`config.mk`:
```
export PLATFORM = sky130hd
export DESIGN_NAME = dcache_controller
export DESIGN_NICKNAME = d
export VERILOG_FILES = /design/src/rtl/cache_ctrl_pkg.sv /design/src/rtl/line_refill_buffer.sv /design/src/rtl/dcache_controller.sv
export SDC_FILE = /design/constraint.sdc
export NUM_CORES = 1
export LEC_CHECK = 0
export CELL_PAD_IN_SITES_DETAIL_PLACEMENT = 1
export CELL_PAD_IN_SITES_GLOBAL_PLACEMENT = 2
export CORE_AREA = 2 2 327 329
export DETAILED_ROUTE_END_ITERATION = 8
export DIE_AREA = 0 0 329 331
export PLACE_DENSITY = 0.75
export SLEW_MARGIN = 20
export SYNTH_ARGS = -nofsm -noshare
export SYNTH_HDL_FRONTEND = slang
export SYNTH_HIERARCHICAL = 1
export SYNTH_SLANG_ARGS = --single-unit
```
`constraint.sdc`:
```
create_clock -name clk -period 22.4 [get_ports clk]
set_input_delay 4.48 -clock clk [delete_from_list [all_inputs] [get_ports clk]]
set_output_delay 4.48 -clock clk [all_outputs]
set_load 0.01 [all_outputs]
```
`src/rtl/cache_ctrl_pkg.sv`:
```
// Shared geometry, line layout and controller states for the direct-mapped
// write-through data cache controller.
package cache_ctrl_pkg;
  localparam int WORD_SIZE      = 32;
  localparam int ADDR_W         = 32;
  localparam int INDEX_BITS     = 5;
  localparam int BLOCK_OFFSET   = 6;
  localparam int TAG_BITS       = ADDR_W - INDEX_BITS - BLOCK_OFFSET;
  localparam int WORDS_PER_LINE = 2 ** (BLOCK_OFFSET - 2);
  localparam int LINE_LENGTH    = TAG_BITS + WORDS_PER_LINE * WORD_SIZE + 1;
  localparam int CNT_W          = $clog2(WORDS_PER_LINE);

  // Installed line: {tag, w15..w0, valid}
  localparam int LINE_TAG_MSB   = LINE_LENGTH - 1;
  localparam int LINE_TAG_LSB   = LINE_LENGTH - TAG_BITS;
  localparam int LINE_VALID_BIT = 0;

  typedef enum logic [2:0] {
    IDLE, LOOKUP, RDREQ, REFILL, FILL, MEMWR, RESP
  } state_t;

  function automatic int word_base(input int k);
    return k * WORD_SIZE + 1;
  endfunction
endpackage

```
`src/rtl/line_refill_buffer.sv`:
```
// Collects the refill burst word by word and presents it packed as an
// installable cache line.
module line_refill_buffer
  import cache_ctrl_pkg::*;
(
  input  logic                   clk,
  input  logic                   rst,
  input  logic                   i_clear,
  input  logic                   i_load,
  input  logic [WORD_SIZE-1:0]   i_data,
  input  logic [TAG_BITS-1:0]    i_tag,
  output logic                   o_done,
  output logic [LINE_LENGTH-1:0] o_line
);
  logic [CNT_W-1:0]                          r_cnt;
  logic [WORDS_PER_LINE-1:0][WORD_SIZE-1:0]  r_words;

  always_ff @(posedge clk or posedge rst) begin
    if (rst) begin
      r_cnt   <= '0;
      r_words <= '0;
    end else if (i_clear) begin
      r_cnt <= '0;
    end else if (i_load) begin
      r_words[r_cnt] <= i_data;
      r_cnt          <= r_cnt + 1'b1;  // wraps to 0 on the last beat
    end
  end

  assign o_done = i_load && (r_cnt == CNT_W'(WORDS_PER_LINE - 1));
  // Packed word 0 sits right above the valid bit, matching the line layout.
  assign o_line = {i_tag, r_words, 1'b1};
endmodule

```
`src/rtl/dcache_controller.sv`:
```
// Direct-mapped, write-through, no-write-allocate cache sequencer between the
// CPU load/store port, the cache array and main memory.
module dcache_controller
  import cache_ctrl_pkg::*;
(
  input  logic                   clk,
  input  logic                   rst,
  input  logic                   cpu_req,
  input  logic                   cpu_we,
  input  logic [ADDR_W-1:0]      cpu_addr,
  input  logic [WORD_SIZE-1:0]   cpu_wdata,
  output logic [WORD_SIZE-1:0]   cpu_rdata,
  output logic                   cpu_ready,
  output logic [ADDR_W-1:0]      c_addr,
  output logic [WORD_SIZE-1:0]   c_data_in,
  output logic [LINE_LENGTH-1:0] c_line,
  output logic                   c_full_line_wr,
  output logic                   c_wr,
  output logic                   c_re,
  output logic                   c_en,
  input  logic                   c_hit,
  input  logic [WORD_SIZE-1:0]   c_data_out,
  output logic                   mem_req,
  output logic                   mem_we,
  output logic [ADDR_W-1:0]      mem_addr,
  output logic [WORD_SIZE-1:0]   mem_wdata,
  input  logic                   mem_gnt,
  input  logic                   mem_rvalid,
  input  logic [WORD_SIZE-1:0]   mem_rdata
);
  state_t                 r_state, w_next;
  logic [ADDR_W-1:0]      r_addr;
  logic                   r_we;
  logic [WORD_SIZE-1:0]   r_wdata;
  logic [WORD_SIZE-1:0]   r_hit_data;
  logic [WORD_SIZE-1:0]   r_cpu_rdata;
  logic                   r_cpu_ready;
  logic                   w_buf_clear, w_buf_load, w_buf_done;
  logic [LINE_LENGTH-1:0] w_line;

  line_refill_buffer u_buf (
    .clk     (clk),
    .rst     (rst),
    .i_clear (w_buf_clear),
    .i_load  (w_buf_load),
    .i_data  (mem_rdata),
    .i_tag   (r_addr[ADDR_W-1 -: TAG_BITS]),
    .o_done  (w_buf_done),
    .o_line  (w_line)
  );

  // The accept guard keeps a request still held during the ready pulse from
  // being taken a second time.
  always_ff @(posedge clk or posedge rst) begin
    if (rst) begin
      r_state     <= IDLE;
      r_addr      <= '0;
      r_we        <= 1'b0;
      r_wdata     <= '0;
      r_hit_data  <= '0;
      r_cpu_rdata <= '0;
      r_cpu_ready <= 1'b0;
    end else begin
      r_state     <= w_next;
      r_cpu_ready <= (r_state == RESP);
      if (r_state == IDLE && cpu_req && !r_cpu_ready) begin
        r_addr  <= cpu_addr;
        r_we    <= cpu_we;
        r_wdata <= cpu_wdata;
      end
      if (r_state == LOOKUP && !r_we && c_hit) r_hit_data <= c_data_out;
      if (r_state == RESP && !r_we) r_cpu_rdata <= r_hit_data;
    end
  end

  always_comb begin
    w_next         = r_state;
    c_en           = 1'b0;
    c_re           = 1'b0;
    c_wr           = 1'b0;
    c_full_line_wr = 1'b0;
    mem_req        = 1'b0;
    mem_we         = 1'b0;
    mem_addr       = '0;
    mem_wdata      = '0;
    w_buf_clear    = 1'b0;
    w_buf_load     = 1'b0;
    case (r_state)
      IDLE:   if (cpu_req && !r_cpu_ready) w_next = LOOKUP;
      LOOKUP: begin
        c_en = 1'b1;
        c_re = ~r_we;
        if (r_we) begin
          c_wr   = c_hit;
          w_next = MEMWR;
        end else begin
          w_next = c_hit ? RESP : RDREQ;
        end
      end
      RDREQ: begin
        mem_req  = 1'b1;
        mem_addr = {r_addr[ADDR_W-1:BLOCK_OFFSET], {BLOCK_OFFSET{1'b0}}};
        if (mem_gnt) begin
          w_buf_clear = 1'b1;
          w_next      = REFILL;
        end
      end
      REFILL: begin
        w_buf_load = mem_rvalid;
        if (w_buf_done) w_next = FILL;
      end
      FILL: begin
        c_en           = 1'b1;
        c_full_line_wr = 1'b1;
        w_next         = LOOKUP;
      end
      MEMWR: begin
        mem_req   = 1'b1;
        mem_we    = 1'b1;
        mem_addr  = r_addr;
        mem_wdata = r_wdata;
        if (mem_gnt) w_next = RESP;
      end
      RESP:    w_next = IDLE;
      default: w_next = IDLE;
    endcase
  end

  assign cpu_rdata = r_cpu_rdata;
  assign cpu_ready = r_cpu_ready;
  assign c_addr    = r_addr;
  assign c_data_in = r_wdata;
  assign c_line    = c_full_line_wr ? w_line : '0;
endmodule

```
# After elaboration in Yosys (flattened, before gate mapping)
# Index checks and enable logic that the tools add are counted.
# totals
reg_bits	649
in_bits	135
output_inout_bits	701
wordCells	81
# classes
n_addsub	1
order_cmp	2
n_eq_ne	11
n_mux	25
bitwise	2
n_reduce_logical	16
# ops
operator	n
two-way mux 534 bit	1
bitwise mux 512 bit	1
demux 32 bit (select 4 bit)	1
two-way mux 32 bit	2
case mux 32 bit (2 select lines)	1
two-way mux 3 bit	6
case mux 3 bit (6 select lines)	1
two-way mux 1 bit	10
equality test 3 bit, second input constant	3
logical AND 1 bit	8
two-way mux 4 bit	2
equality test 3 x 2 -> 1 bit, second input constant	2
< comparator 4 x 5 -> 1 bit, second input constant	1
adder 4 x 1 -> 4 bit, second input constant	1
equality test 4 bit, second input constant	1
>= comparator 4 x 1 -> 1 bit, second input constant	1
inequality test 2 x 1 -> 1 bit, second input constant	2
inequality test 2 bit, second input constant	2
AND reduction 4 bit	1
OR reduction 2 bit	2
equality test 3 x 1 -> 1 bit, second input constant	1
logical NOT 3 bit	1
logical NOT 1 bit	2
inverter 1 bit	2
other kinds (2)	2

# Logic depth before layout (Yosys ltp)
# logic_depth
ltp_word	5
depth_mapped	8
mapped_depth_nobuf	6

# By module
# The synthesis kept the hierarchy.
# modules_own_cells
mod	n_inst	cells_each	area_per_inst_um2	seq_area_each_um2
line_refill_buffer	1	1179	19650.1	12912.4
dcache_controller	1	978	9147.5	3328.2

# Least setup slack after synthesis
# OpenSTA, ideal clock, no wires.
# synth_path
path_type	in2out
from	input c_hit
to	output c_wr
arrival_ns	4.699
required_time_ns	17.920
slack_ns	13.221
stages	1
path_buffers	0
path_cell_list	and4_1
# synth_between
elab_chain_cells	2
# synth_lines
element	line	source
start: declaration	dcache_controller.sv:21	input logic c_hit,
two-way mux 1 bit	dcache_controller.sv:93	if (r_we) begin
two-way mux 1 bit	dcache_controller.sv:88	case (r_state)
end: declaration	dcache_controller.sv:18	output logic c_wr,
# Every way passes these cells.

# Worst setup path after layout
# Ends and elaborated chain as after synthesis.

==> results.yml <==
final_layout:
  drive_above_1_share: 0.2685
  final_cells: 4373
  nets: 3059
  finalInstanceArea_mm2: 0.04092
  final_util: 0.3898
  area_growth_pct: 42.09
sta:
  period_share: 0.4608
  fmax_mhz: 96.88
  rsz0062_at_grt: "no"
  final_max_slew_viol_count: 0
  fin_setup_tns_ps: 0
  hold_violations: 0
  relSlewSlack: 0.2599
  setup_viol: 0
  setup_slack_ps: 12080
  finalClockSkew_ps: 23.59
  tightest_slew_ps: 1107
  fin_crit_ps: 10320
route:
  wire_per_inst_um: 24.10
  drtPass1Iterations: 4
  postRouteAntennaNets: 0
  vias_per_cell: 4.475
  routed_wl_um: 105400
  drc: 0
  dr.first_iter.drc_count: 801
  vias: 19570
clocking:
  root_buffer: "clkbuf_16"
  clock_sinks: 649
  cts_hold_buffers: 0
  cts_made_buffers: 77
  cts_setup_buffers: 0
  clock_latency_ps: 640
  cts_resized: 0
  cts_buffer_depth: 3
  htreeDepth: 3
  cts.clk_slew.worst_paths_ps: 60
  cts_tree: "done"
place:
  pre_cts_ws_ps: 12070
  portBuffers: 835
  numPlacedInstances: 4232
  gp_congestion: 0.8069
  place_hpwl_um: 73980
  dpl_cell_area_mm2: 0.03834
setup_path:
  r2r_end: "u_buf/o_line[269]"
  cp_max_fo: 3
  cp_data_required_time_ps: 17920
  criticalPathCategory: "input pin to output port"
  arrival_ps: 5840
  end_kind: "output port"
  crit_path_start_kind: "input pin"
  ff2ff_path_depth: 6
  worstReg2RegStart: "r_state[0]"
  ff2ff_setup_slack_ps: 18670
min_path:
  holdPathStages: 1
  hold_path_class: "flip-flop to flip-flop"
  hp-start: "u_buf/o_line[51]"
  hold_end: "u_buf/o_line[51]"
die:
  die_area_mm2: 0.1089
  core_area_mm2: 0.1050
  die_h_um: 331
  die_w_um: 329
  io_pins: 836
  start_util: 0.2743
  fp-row-count: 119
power:
  max-vdd-ir-drop_mv: 0.07262
  p_switching_w: 0.001143
  p_per_area_mw_per_mm2: 95.51
  leakage_nw: 18.34
  sequentialPowerShare: 0.419
  netSwitchingFraction: 0.2925
  clkPwrFrac: 0.325
  p_int_w: 0.002765
  pwr-share-comb: 0.255
grt:
  grt_pass1_vias: 21540
  grt_max_degree: 150
  overflow: 0
  antenna_found_initial: 10
  grt_pass1_wl_um: 151800
  grt_usage: 0.1896
synthesis:
  synth-seq-cells: 649
  ys_warn_count: 6
  async_flop_share: 1.000
  syn_avg_cell_area_um2: 13.35
  synth_nets: 2296
  netlist_instances: 2157
  ys_seq_area_frac: 0.5640
  syn_area_mm2: 0.02880
  synthFlopType: "dfrtp_1"
  yosys-top-cells-area: "dfrtp_1, mux2_2, and2_1, mux2_4, buf_2"
  yosysTopAreaCell: "dfrtp_1"
  ys_types: 45
  synth_edf_count: 0
  yosysTopAreaCellShare: 0.5640
status:
  status: "finished clean"
job:
  maxCapViolCount: 0
-- synth_stat cells (2+ instances only) --
cell type,instances
a21o_1,2
and2_1,573
buf_2,62
buf_4,27
buf_6,8
clkbuf_1,72
clkbuf_2,21
dfrtp_1,649
ha_1,4
inv_1,5
mux2_1,25
mux2_2,586
mux2_4,30
nand2_1,6
nand2b_1,4
nand3b_1,2
nor2_1,14
nor2_2,2
nor2b_1,30
nor3_1,5
nor3_2,4
or3_1,2
xor2_1,2
-- per-layer routing --
metal  global-route usage  vias to the layer above  routed length, um
li1                     -                     8674                  -
met1               0.2263                    10100              42110
met2               0.3162                      655              51190
met3              0.07077                      139               9044
met4              0.05956                        2               3058
met5                    0                        -                 12
-- cell type report --
cell class	instances	area, um2
diodes	6	15.01
clock buffers	121	2366
clock inverters	14	185.2
fillers	11000	64050
inverters	6	35.03
multi-input cells	1311	11670
flip-flops and latches	649	16240
well taps	1391	1740
repair buffers	875	8668
-- kinds of logic after synthesis --
group                      after synthesis  share of synthesized area
and+or+nand+nor                        653                     0.1414
xor gates and xnor gates                 3                  0.0009126
AOI/OAI and AO/OA                        8                   0.002085
other                                    1                  0.0001302
buffers and inverters                  197                    0.03489
DFF                                    649                     0.5640
adders and majority gates                4                   0.001738
muxes                                  642                     0.2549
-- state kept, by name, summed over array words and instances (netlist names) --
name and cells:
c_addr 32, c_data_in 32, cpu_rdata 32, cpu_ready 1, r_hit_data 32, r_state 3
r_we 1, u_buf/o_line 512, u_buf/r_cnt 4
-- cells in the final DEF (no fill, tap or decap), types with 2 or more instances in the layout --
cell type	instances
nor3_2	4
ha_1	4
nor2_1	8
dfrtp_1	649
nand3b_1	2
nor3_4	3
clkdlybuf4s50_1	833
a21o_1	2
or3_2	2
buf_6	2
clkbuf_8	21
mux2_4	30
mux2_2	586
xor2_1	2
nor2b_1	30
nand2_2	2
inv_6	4
buf_2	2
nand2_1	5
clkbuf_1	20
mux2_1	25
nand2b_1	4
nor3_1	2
clkinv_2	5
nor2_4	8
and2_1	573
buf_4	37
clkbuf_16	80
bufinv_16	3
inv_1	3
diode_2	6
-- through the flow --
stage	hold WS, ps	total power (W)
floorplan	448.9	0.002146
global placement	461.4	0.002616
detailed placement	474.2	0.002663
CTS	490.0	0.003971
global route	508.3	0.004113
finish	486.3	0.003908
-- power groups by stage --
stage	registers, W	clock network (W)	logic [W]
6_report	0.00164	0.00127	0.000998
5_1_grt	0.00167	0.00136	0.00107
4_1_cts	0.00164	0.00132	0.00102
3_5_place_dp	0.00165	0	0.00101
3_3_place_gp	0.00163	0	0.000984
2_1_floorplan	0.00162	0	0.000522
-- critical path, cell delays in order --
cell	delay [ps]
clkdlybuf4s50_1	560
and4_1	230
clkdlybuf4s50_1	560
-- worst max-delay path by stage --
stage                      from                 to  slack, ps  cells past startpoint
final                     c_hit               c_wr      12080                      3
after CTS                 c_hit               c_wr      12070                      3
after global routing      c_hit               c_wr      12060                      3
after floorplan             rst  u_buf/o_line[100]       3510                      1
after global placement    c_hit               c_wr      12120                      3
after detailed placement  c_hit               c_wr      12070                      3
(Power assumes the default switching activity.)
